### src/rtl/usb_tx_crc16_append_if.sv
// Handshake bundle between the TX data FIFO, the CRC16 append stage and the serializer.
// master drives packet control and payload; slave is the CRC stage.
interface usb_tx_crc16_append_if;
    logic       start;
    logic       zlp;
    logic       abort;
    logic       in_valid;
    logic [7:0] in_data;
    logic       in_last;
    logic       in_ready;
    logic       out_valid;
    logic [7:0] out_data;
    logic       out_last;
    logic       out_ready;
    logic       busy;
    logic       overflow;

    modport master (
        output start, zlp, abort, in_valid, in_data, in_last, out_ready,
        input  in_ready, out_valid, out_data, out_last, busy, overflow
    );

    modport slave (
        input  start, zlp, abort, in_valid, in_data, in_last, out_ready,
        output in_ready, out_valid, out_data, out_last, busy, overflow
    );
endinterface

### src/rtl/usb_tx_crc16_append.sv
// Transmit-side USB CRC16 stage: forwards payload bytes through one register and
// appends the inverted CRC16 (low byte first) after the last byte.
module usb_tx_crc16_append #(
    parameter int MAX_BYTES = 64
) (
    input  logic                  clk,
    input  logic                  n_rst,
    usb_tx_crc16_append_if.slave  bus
);
    localparam int CW = $clog2(MAX_BYTES + 1);

    typedef enum logic [2:0] {IDLE, DATA, CRC_LO, CRC_HI, DRAIN} state_t;

    state_t          state;
    logic [15:0]     crc;
    logic [CW-1:0]   count;
    logic            vld;
    logic [7:0]      data;
    logic            last;
    logic            ovf;
    logic            hold_free;
    logic            accept;

    // Reflected CRC-16/USB, one byte processed LSB first.
    function automatic logic [15:0] crc16_byte(input logic [15:0] c, input logic [7:0] d);
        logic [15:0] r;
        r = c;
        for (int i = 0; i < 8; i++) begin
            if (r[0] ^ d[i]) r = (r >> 1) ^ 16'hA001;
            else             r = r >> 1;
        end
        return r;
    endfunction

    assign hold_free     = !vld || bus.out_ready;
    assign bus.in_ready  = (state == DATA) && hold_free;
    assign accept        = bus.in_valid && bus.in_ready;
    assign bus.busy      = (state != IDLE);
    assign bus.out_valid = vld;
    assign bus.out_data  = data;
    assign bus.out_last  = last;
    assign bus.overflow  = ovf;

    always_ff @(posedge clk or negedge n_rst) begin
        if (!n_rst) begin
            state <= IDLE;
            crc   <= 16'hFFFF;
            count <= '0;
            vld   <= 1'b0;
            data  <= 8'h00;
            last  <= 1'b0;
            ovf   <= 1'b0;
        end else if (bus.abort) begin
            state <= IDLE;
            vld   <= 1'b0;
            last  <= 1'b0;
        end else begin
            case (state)
                IDLE: begin
                    if (bus.start) begin
                        crc   <= 16'hFFFF;
                        count <= '0;
                        ovf   <= 1'b0;
                        state <= bus.zlp ? CRC_LO : DATA;
                    end
                end
                DATA: begin
                    if (vld && bus.out_ready) vld <= 1'b0;
                    if (accept) begin
                        data  <= bus.in_data;
                        vld   <= 1'b1;
                        last  <= 1'b0;
                        crc   <= crc16_byte(crc, bus.in_data);
                        count <= count + CW'(1);
                        // The MAX_BYTES-th byte closes the payload even without in_last.
                        if (bus.in_last || count == CW'(MAX_BYTES - 1)) state <= CRC_LO;
                        if (!bus.in_last && count == CW'(MAX_BYTES - 1)) ovf <= 1'b1;
                    end
                end
                CRC_LO: begin
                    if (hold_free) begin
                        data  <= ~crc[7:0];
                        vld   <= 1'b1;
                        last  <= 1'b0;
                        state <= CRC_HI;
                    end
                end
                CRC_HI: begin
                    if (hold_free) begin
                        data  <= ~crc[15:8];
                        vld   <= 1'b1;
                        last  <= 1'b1;
                        state <= DRAIN;
                    end
                end
                DRAIN: begin
                    if (vld && bus.out_ready) begin
                        vld   <= 1'b0;
                        last  <= 1'b0;
                        state <= IDLE;
                    end
                end
                default: state <= IDLE;
            endcase
        end
    end
endmodule
### src/flat_wrapper.sv
// flat-port wrapper written by rule: the top's interface ports become plain ports
module usb_tx_crc16_append_flat 
#(
    parameter int MAX_BYTES = 64
)
  (clk, n_rst, bus_start, bus_zlp, bus_abort, bus_in_valid, bus_in_data, bus_in_last, bus_out_ready, bus_in_ready, bus_out_valid, bus_out_data, bus_out_last, bus_busy, bus_overflow);
  usb_tx_crc16_append_if bus_i ();
  input  logic clk;
  input  logic n_rst;
  input wire logic [$bits(bus_i.start)-1:0] bus_start;
  input wire logic [$bits(bus_i.zlp)-1:0] bus_zlp;
  input wire logic [$bits(bus_i.abort)-1:0] bus_abort;
  input wire logic [$bits(bus_i.in_valid)-1:0] bus_in_valid;
  input wire logic [$bits(bus_i.in_data)-1:0] bus_in_data;
  input wire logic [$bits(bus_i.in_last)-1:0] bus_in_last;
  input wire logic [$bits(bus_i.out_ready)-1:0] bus_out_ready;
  output wire logic [$bits(bus_i.in_ready)-1:0] bus_in_ready;
  output wire logic [$bits(bus_i.out_valid)-1:0] bus_out_valid;
  output wire logic [$bits(bus_i.out_data)-1:0] bus_out_data;
  output wire logic [$bits(bus_i.out_last)-1:0] bus_out_last;
  output wire logic [$bits(bus_i.busy)-1:0] bus_busy;
  output wire logic [$bits(bus_i.overflow)-1:0] bus_overflow;
  assign bus_i.start = bus_start;
  assign bus_i.zlp = bus_zlp;
  assign bus_i.abort = bus_abort;
  assign bus_i.in_valid = bus_in_valid;
  assign bus_i.in_data = bus_in_data;
  assign bus_i.in_last = bus_in_last;
  assign bus_i.out_ready = bus_out_ready;
  assign bus_in_ready = bus_i.in_ready;
  assign bus_out_valid = bus_i.out_valid;
  assign bus_out_data = bus_i.out_data;
  assign bus_out_last = bus_i.out_last;
  assign bus_busy = bus_i.busy;
  assign bus_overflow = bus_i.overflow;
  usb_tx_crc16_append #(.MAX_BYTES(MAX_BYTES)) u_core (.clk(clk), .n_rst(n_rst), .bus(bus_i));
endmodule
### config.mk
export PLATFORM = sky130hd
export DESIGN_NAME = usb_tx_crc16_append_flat
export DESIGN_NICKNAME = d
export VERILOG_FILES = /design/src/rtl/usb_tx_crc16_append_if.sv /design/src/rtl/usb_tx_crc16_append.sv /design/src/flat_wrapper.sv
export SDC_FILE = /design/constraint.sdc
export NUM_CORES = 1
export LEC_CHECK = 0
export CAP_MARGIN = 10
export CELL_PAD_IN_SITES_DETAIL_PLACEMENT = 0
export CELL_PAD_IN_SITES_GLOBAL_PLACEMENT = 1
export CORE_MARGIN = 2
export CORE_UTILIZATION = 45
export CTS_CLUSTER_SIZE = 20
export DETAILED_ROUTE_END_ITERATION = 7
export GPL_TIMING_DRIVEN = 1
export PLACE_DENSITY = 0.84
export SYNTH_ARGS = -nofsm -noshare
export SYNTH_HDL_FRONTEND = slang
export SYNTH_SLANG_ARGS = --single-unit
### constraint.sdc
create_clock -name clk -period 4.8 [get_ports clk]
set_input_delay 0.96 -clock clk [delete_from_list [all_inputs] [get_ports clk]]
set_output_delay 0.96 -clock clk [all_outputs]
set_load 0.02 [all_outputs]
Yosys cells after proc, flatten, opt, wreduce, memory -nomap -nowiden
Index checks and enable logic that the tools add are counted.
{"block": "totals", "register_bits": 37, "in_bits": 16, "output_inout_bits": 13, "word_cells": 127}
{"block": "op_classes", "add_sub_neg": 1, "eq_ne": 17, "muxes": 62, "n_bitwise": 19, "n_reduce_logical": 21}
{"op": "16-bit two-way mux", "count": 31}
{"op": "16-bit one-hot mux with 2 select lines", "count": 1}
{"op": "8-bit two-way mux", "count": 3}
{"op": "2-bit inverter with 3-bit output", "count": 8}
{"op": "8-bit one-hot mux with 3 select lines", "count": 1}
{"op": "3-bit two-way mux", "count": 7}
{"op": "8-bit inverter", "count": 2}
{"op": "3-bit one-hot mux with 5 select lines", "count": 1}
{"op": "5-bit AND reduction", "count": 3}
{"op": "7-bit two-way mux", "count": 2}
{"op": "7-bit one-hot mux with 2 select lines", "count": 1}
{"op": "3-bit by 2-bit inequality test with 1-bit output (second input constant)", "count": 4}
{"op": "1-bit two-way mux", "count": 11}
{"op": "1-bit bitwise XOR", "count": 8}
{"op": "7-bit by 1-bit adder with 7-bit output (second input constant)", "count": 1}
{"op": "7-bit by 6-bit equality test with 1-bit output (second input constant)", "count": 1}
{"op": "3-bit by 2-bit equality test with 1-bit output (second input constant)", "count": 2}
{"op": "2-bit by 1-bit inequality test with 1-bit output (second input constant)", "count": 3}
{"op": "3-bit inequality test (second input constant)", "count": 2}
{"op": "6-bit AND reduction", "count": 1}
{"op": "3-bit nonzero test", "count": 2}
{"op": "5-bit nonzero test", "count": 1}
{"op": "1-bit logical AND", "count": 4}
{"op": "2-bit inequality test (second input constant)", "count": 2}
{"op": "other kinds (16)", "count": 18}

Logic depth before layout (Yosys ltp)
{"block": "logic_depth", "ltp_word": 41, "mapped_depth": 7, "depth_no_buf": 6}

Worst setup path before layout
No wires, ideal clock.
{"block": "synth_timing", "path_type": "input to output", "startpoint": "input port bus_out_ready", "endpoint": "output port bus_in_ready", "arrival_ns": 1.665, "required_time_ns": 3.840, "slack_ns": 2.175, "stages": 3, "path_buffers": 0, "cell_sequence": "nand2b_1 nand2_1 nor3_1"}
{"block": "synth_via", "elab_chain_cells": 2}
{"element": "from (decl)", "line": "flat_wrapper.sv:16", "source": "input wire logic [$bits(bus_i.out_ready)-1:0] bus_out_ready;"}
{"element": "1-bit logical OR", "line": "usb_tx_crc16_append.sv:35", "source": "assign hold_free = !vld || bus.out_ready;"}
{"element": "1-bit logical AND", "line": "usb_tx_crc16_append.sv:36", "source": "assign bus.in_ready = (state == DATA) && hold_free;"}
{"element": "to (decl)", "line": "flat_wrapper.sv:17", "source": "output wire logic [$bits(bus_i.in_ready)-1:0] bus_in_ready;"}
No other way between the ends.

Final worst setup path
Ends and elaborated chain as after synthesis.

==> flow_summary.json <==
{
  "drcViolationCount": 0,
  "finalCritPeriodShare": 0.7634,
  "r2r_end": "u_core.crc[0]",
  "status": "finished clean",
  "crit_type": "input port to output port",
  "slew_headroom": 0.3062,
  "yosysSeqAreaShare": 0.4667,
  "dp_hpwl_mm": 2.835,
  "crit_fanout": 4,
  "die_x_microns": 71.12,
  "p_int_w": 0.0008344,
  "cts_max_path_buffers": 2,
  "grt.total_usage": 0.1734,
  "drive_gt1_frac": 0.1130,
  "initial_core_util": 0.4655,
  "tightest_slew_ns": 1.041,
  "combinationalPowerShare": 0.448,
  "firstDrtPassIters": 4,
  "grt_max_degree": 38,
  "clock-sinks": 37,
  "yosys-top-cells-count": "29 x nor2_1, 22 x a21oi_1, 21 x dfrtp_1",
  "via_count": 1525,
  "whs_endpoint": "u_core.bus.overflow",
  "die-area_sq_mm": 0.005057,
  "cts_made_buffers": 5,
  "synth_nets": 221,
  "hold_viol": 0,
  "cts-root-buf": "clkbuf_8",
  "synth_top_area_share": 0.2593,
  "syn-mean-instance-area_sq_um": 9.936,
  "antenna_found_initial": 0,
  "slew_viol_final": 0,
  "yosys.cell_types.count": 41,
  "yosysMostFrequentCell": "nor2_1",
  "htree_num_levels": 2,
  "synthCells": 204,
  "yosys_warnings": 0,
  "switching_share": 0.3758,
  "maxCapViolCount": 0,
  "slowest_stage": "clkdlybuf4s50_1",
  "hold_path_class": "flip-flop to flip-flop",
  "hold_depth": 2,
  "ir_worst_vdd_mv": 0.2010,
  "routabilityCongestion": 0.7743,
  "grt_setup_unrepaired": "no",
  "antenna-diode-count": 0,
  "synth_area_leaders": "dfrtp_1 26%, dfstp_2 21%, mux2i_1 8.4%",
  "totalWireLength_mm": 4.028,
  "ys_ff_latch": 37,
  "fmax_mhz": 272.9,
  "timing.rr.start": "u_core.state[0]",
  "utilization": 0.5523,
  "rrSetupSlack_ns": 2.34,
  "grt_pass1_vias": 1442,
  "cp_common_cell": "clkdlybuf4s50_1",
  "drtIter0Drc": 108,
  "cts_hold_buffers": 0,
  "cts-resized-gates": 0,
  "io_buffers": 28,
  "cp.required_ns": 3.84,
  "ant_nets": 0,
  "synth-edff-count": 0,
  "cts_tree": "built",
  "cpPeakStageDelay_ns": 0.67,
  "core_area_sq_mm": 0.004354,
  "postLayoutSetupSlackWorst_ns": 1.136,
  "arrival_ns": 2.70,
  "syn_to_final_growth_pct": 18.64,
  "setup_tns_ns": 0,
  "clk_latency_ns": 0.29,
  "io-pin-count": 29,
  "power_leakage_nw": 0.9568,
  "post_cts_buffers": 0,
  "fin_crit_ns": 3.664,
  "worst_clock_skew_ns": 0.005415,
  "crit_path_start_kind": "input port",
  "critPathCaptureType": "output port",
  "nNetsFinal": 246,
  "vias_per_cell": 5.408,
  "async_flop_share": 1.000,
  "wl_per_cell_microns": 14.28,
  "seq_power_share": 0.398,
  "finalSetupViolCount": 0,
  "clockPowerShare": 0.154,
  "path_clk_slew_ns": 0.06,
  "synth.largest_area_cell": "dfrtp_1",
  "overflow": 0,
  "synth_ff_type": "dfrtp_1",
  "die_h_microns": 71.12,
  "post-place-ws_ns": 1.134,
  "ff2ff_path_depth": 5,
  "rows": 24,
  "hold_start": "u_core.bus.overflow",
  "path_cells": "clkdlybuf4s50_1 -> nand2b_1 -> nand2_1 -> nor3_1 -> clkdlybuf4s50_1",
  "p_sw_w": 0.0005023,
  "syn_area_sq_mm": 0.002027,
  "powerDensity_mw_per_mm2": 555.8,
  "grt_first_pass_wirelength_mm": 6.831
}
area by class of cell:
type / count / area (sq um)
well taps: 52 / 65.06
fillers: 379 / 1949
clock buffers: 8 / 80.08
flip-flops and latches: 37 / 945.9
repair buffers: 28 / 275.3
inverters: 4 / 15.01
multi-input cells: 153 / 1023
power groups by stage:
stage | Sequential, W | Clock [W] | Combinational [W]
floorplan | 0.000541 | 0 | 0.000412
global placement | 0.000533 | 0 | 0.000597
detailed placement | 0.000539 | 0 | 0.000600
CTS | 0.000533 | 0.000218 | 0.000604
global route | 0.000551 | 0.000229 | 0.000654
finish | 0.000532 | 0.000205 | 0.000599
metrics by stage:
stage	instance area, sq um	hold slack [ns]	instances	total power (W)
after floorplan	2027	0.4813	204	0.0009530
after global placement	2325	0.4824	274	0.001130
after detailed placement	2325	0.4953	274	0.001139
after CTS	2405	0.5116	282	0.001355
after global routing	2405	0.5357	282	0.001434
final	2405	0.5034	282	0.001337
cells in the final DEF (no fill, tap or decap), types with 5 or more instances in the layout:
master,instances
o22a_1,6
mux2i_1,17
dfrtp_1,21
dfstp_2,16
nand2_1,15
nand3_1,5
xor2_1,14
xnor2_1,8
clkbuf_8,5
a21oi_1,22
clkdlybuf4s50_1,27
nor2_1,29
critical path, delay by kind of cell:
family	cells	cell delay, ns
buffers and inverters	2	1.19
AND/OR/NAND/NOR	3	0.55
registers in the layout (all words and copies together), names as in the netlist:
name,flops
u_core.bus.out_data,8
u_core.bus.out_last,1
u_core.bus.out_valid,1
u_core.bus.overflow,1
u_core.count,7
u_core.crc,16
u_core.state,3
worst max path at each step:
stage / startpoint / to / slack [ns] / cells after the start
2_1_floorplan: bus_out_ready / bus_in_ready / 2.18 / 3
3_3_place_gp: bus_out_ready / bus_in_ready / 1.26 / 5
3_5_place_dp: bus_out_ready / bus_in_ready / 1.13 / 5
4_1_cts: bus_out_ready / bus_in_ready / 1.13 / 5
5_1_grt: bus_out_ready / bus_in_ready / 1.01 / 5
6_report: bus_out_ready / bus_in_ready / 1.14 / 5
routing by layer:
metal  track usage  part of all wire  wire, microns
met5             0                 0              0
met4       0.08176             0.019             76
met3       0.03989             0.040            162
met2        0.2440              0.43           1727
met1        0.2527              0.51           2061
logic make-up (layout without fill, tap and decap cells):
| kind of cell | after synthesis | count (layout) | share of synthesized area |
|---|---|---|---|
| fa+ha+maj | 1 | 1 | 0.006172 |
| mux | 17 | 17 | 0.08395 |
| xor+xnor | 26 | 26 | 0.1340 |
| buf+inv | 14 | 40 | 0.02839 |
| flops | 37 | 37 | 0.4667 |
| compound gates | 41 | 41 | 0.1247 |
| simple gates | 68 | 68 | 0.1562 |
Note: power is estimated with default switching activity, not from simulation.
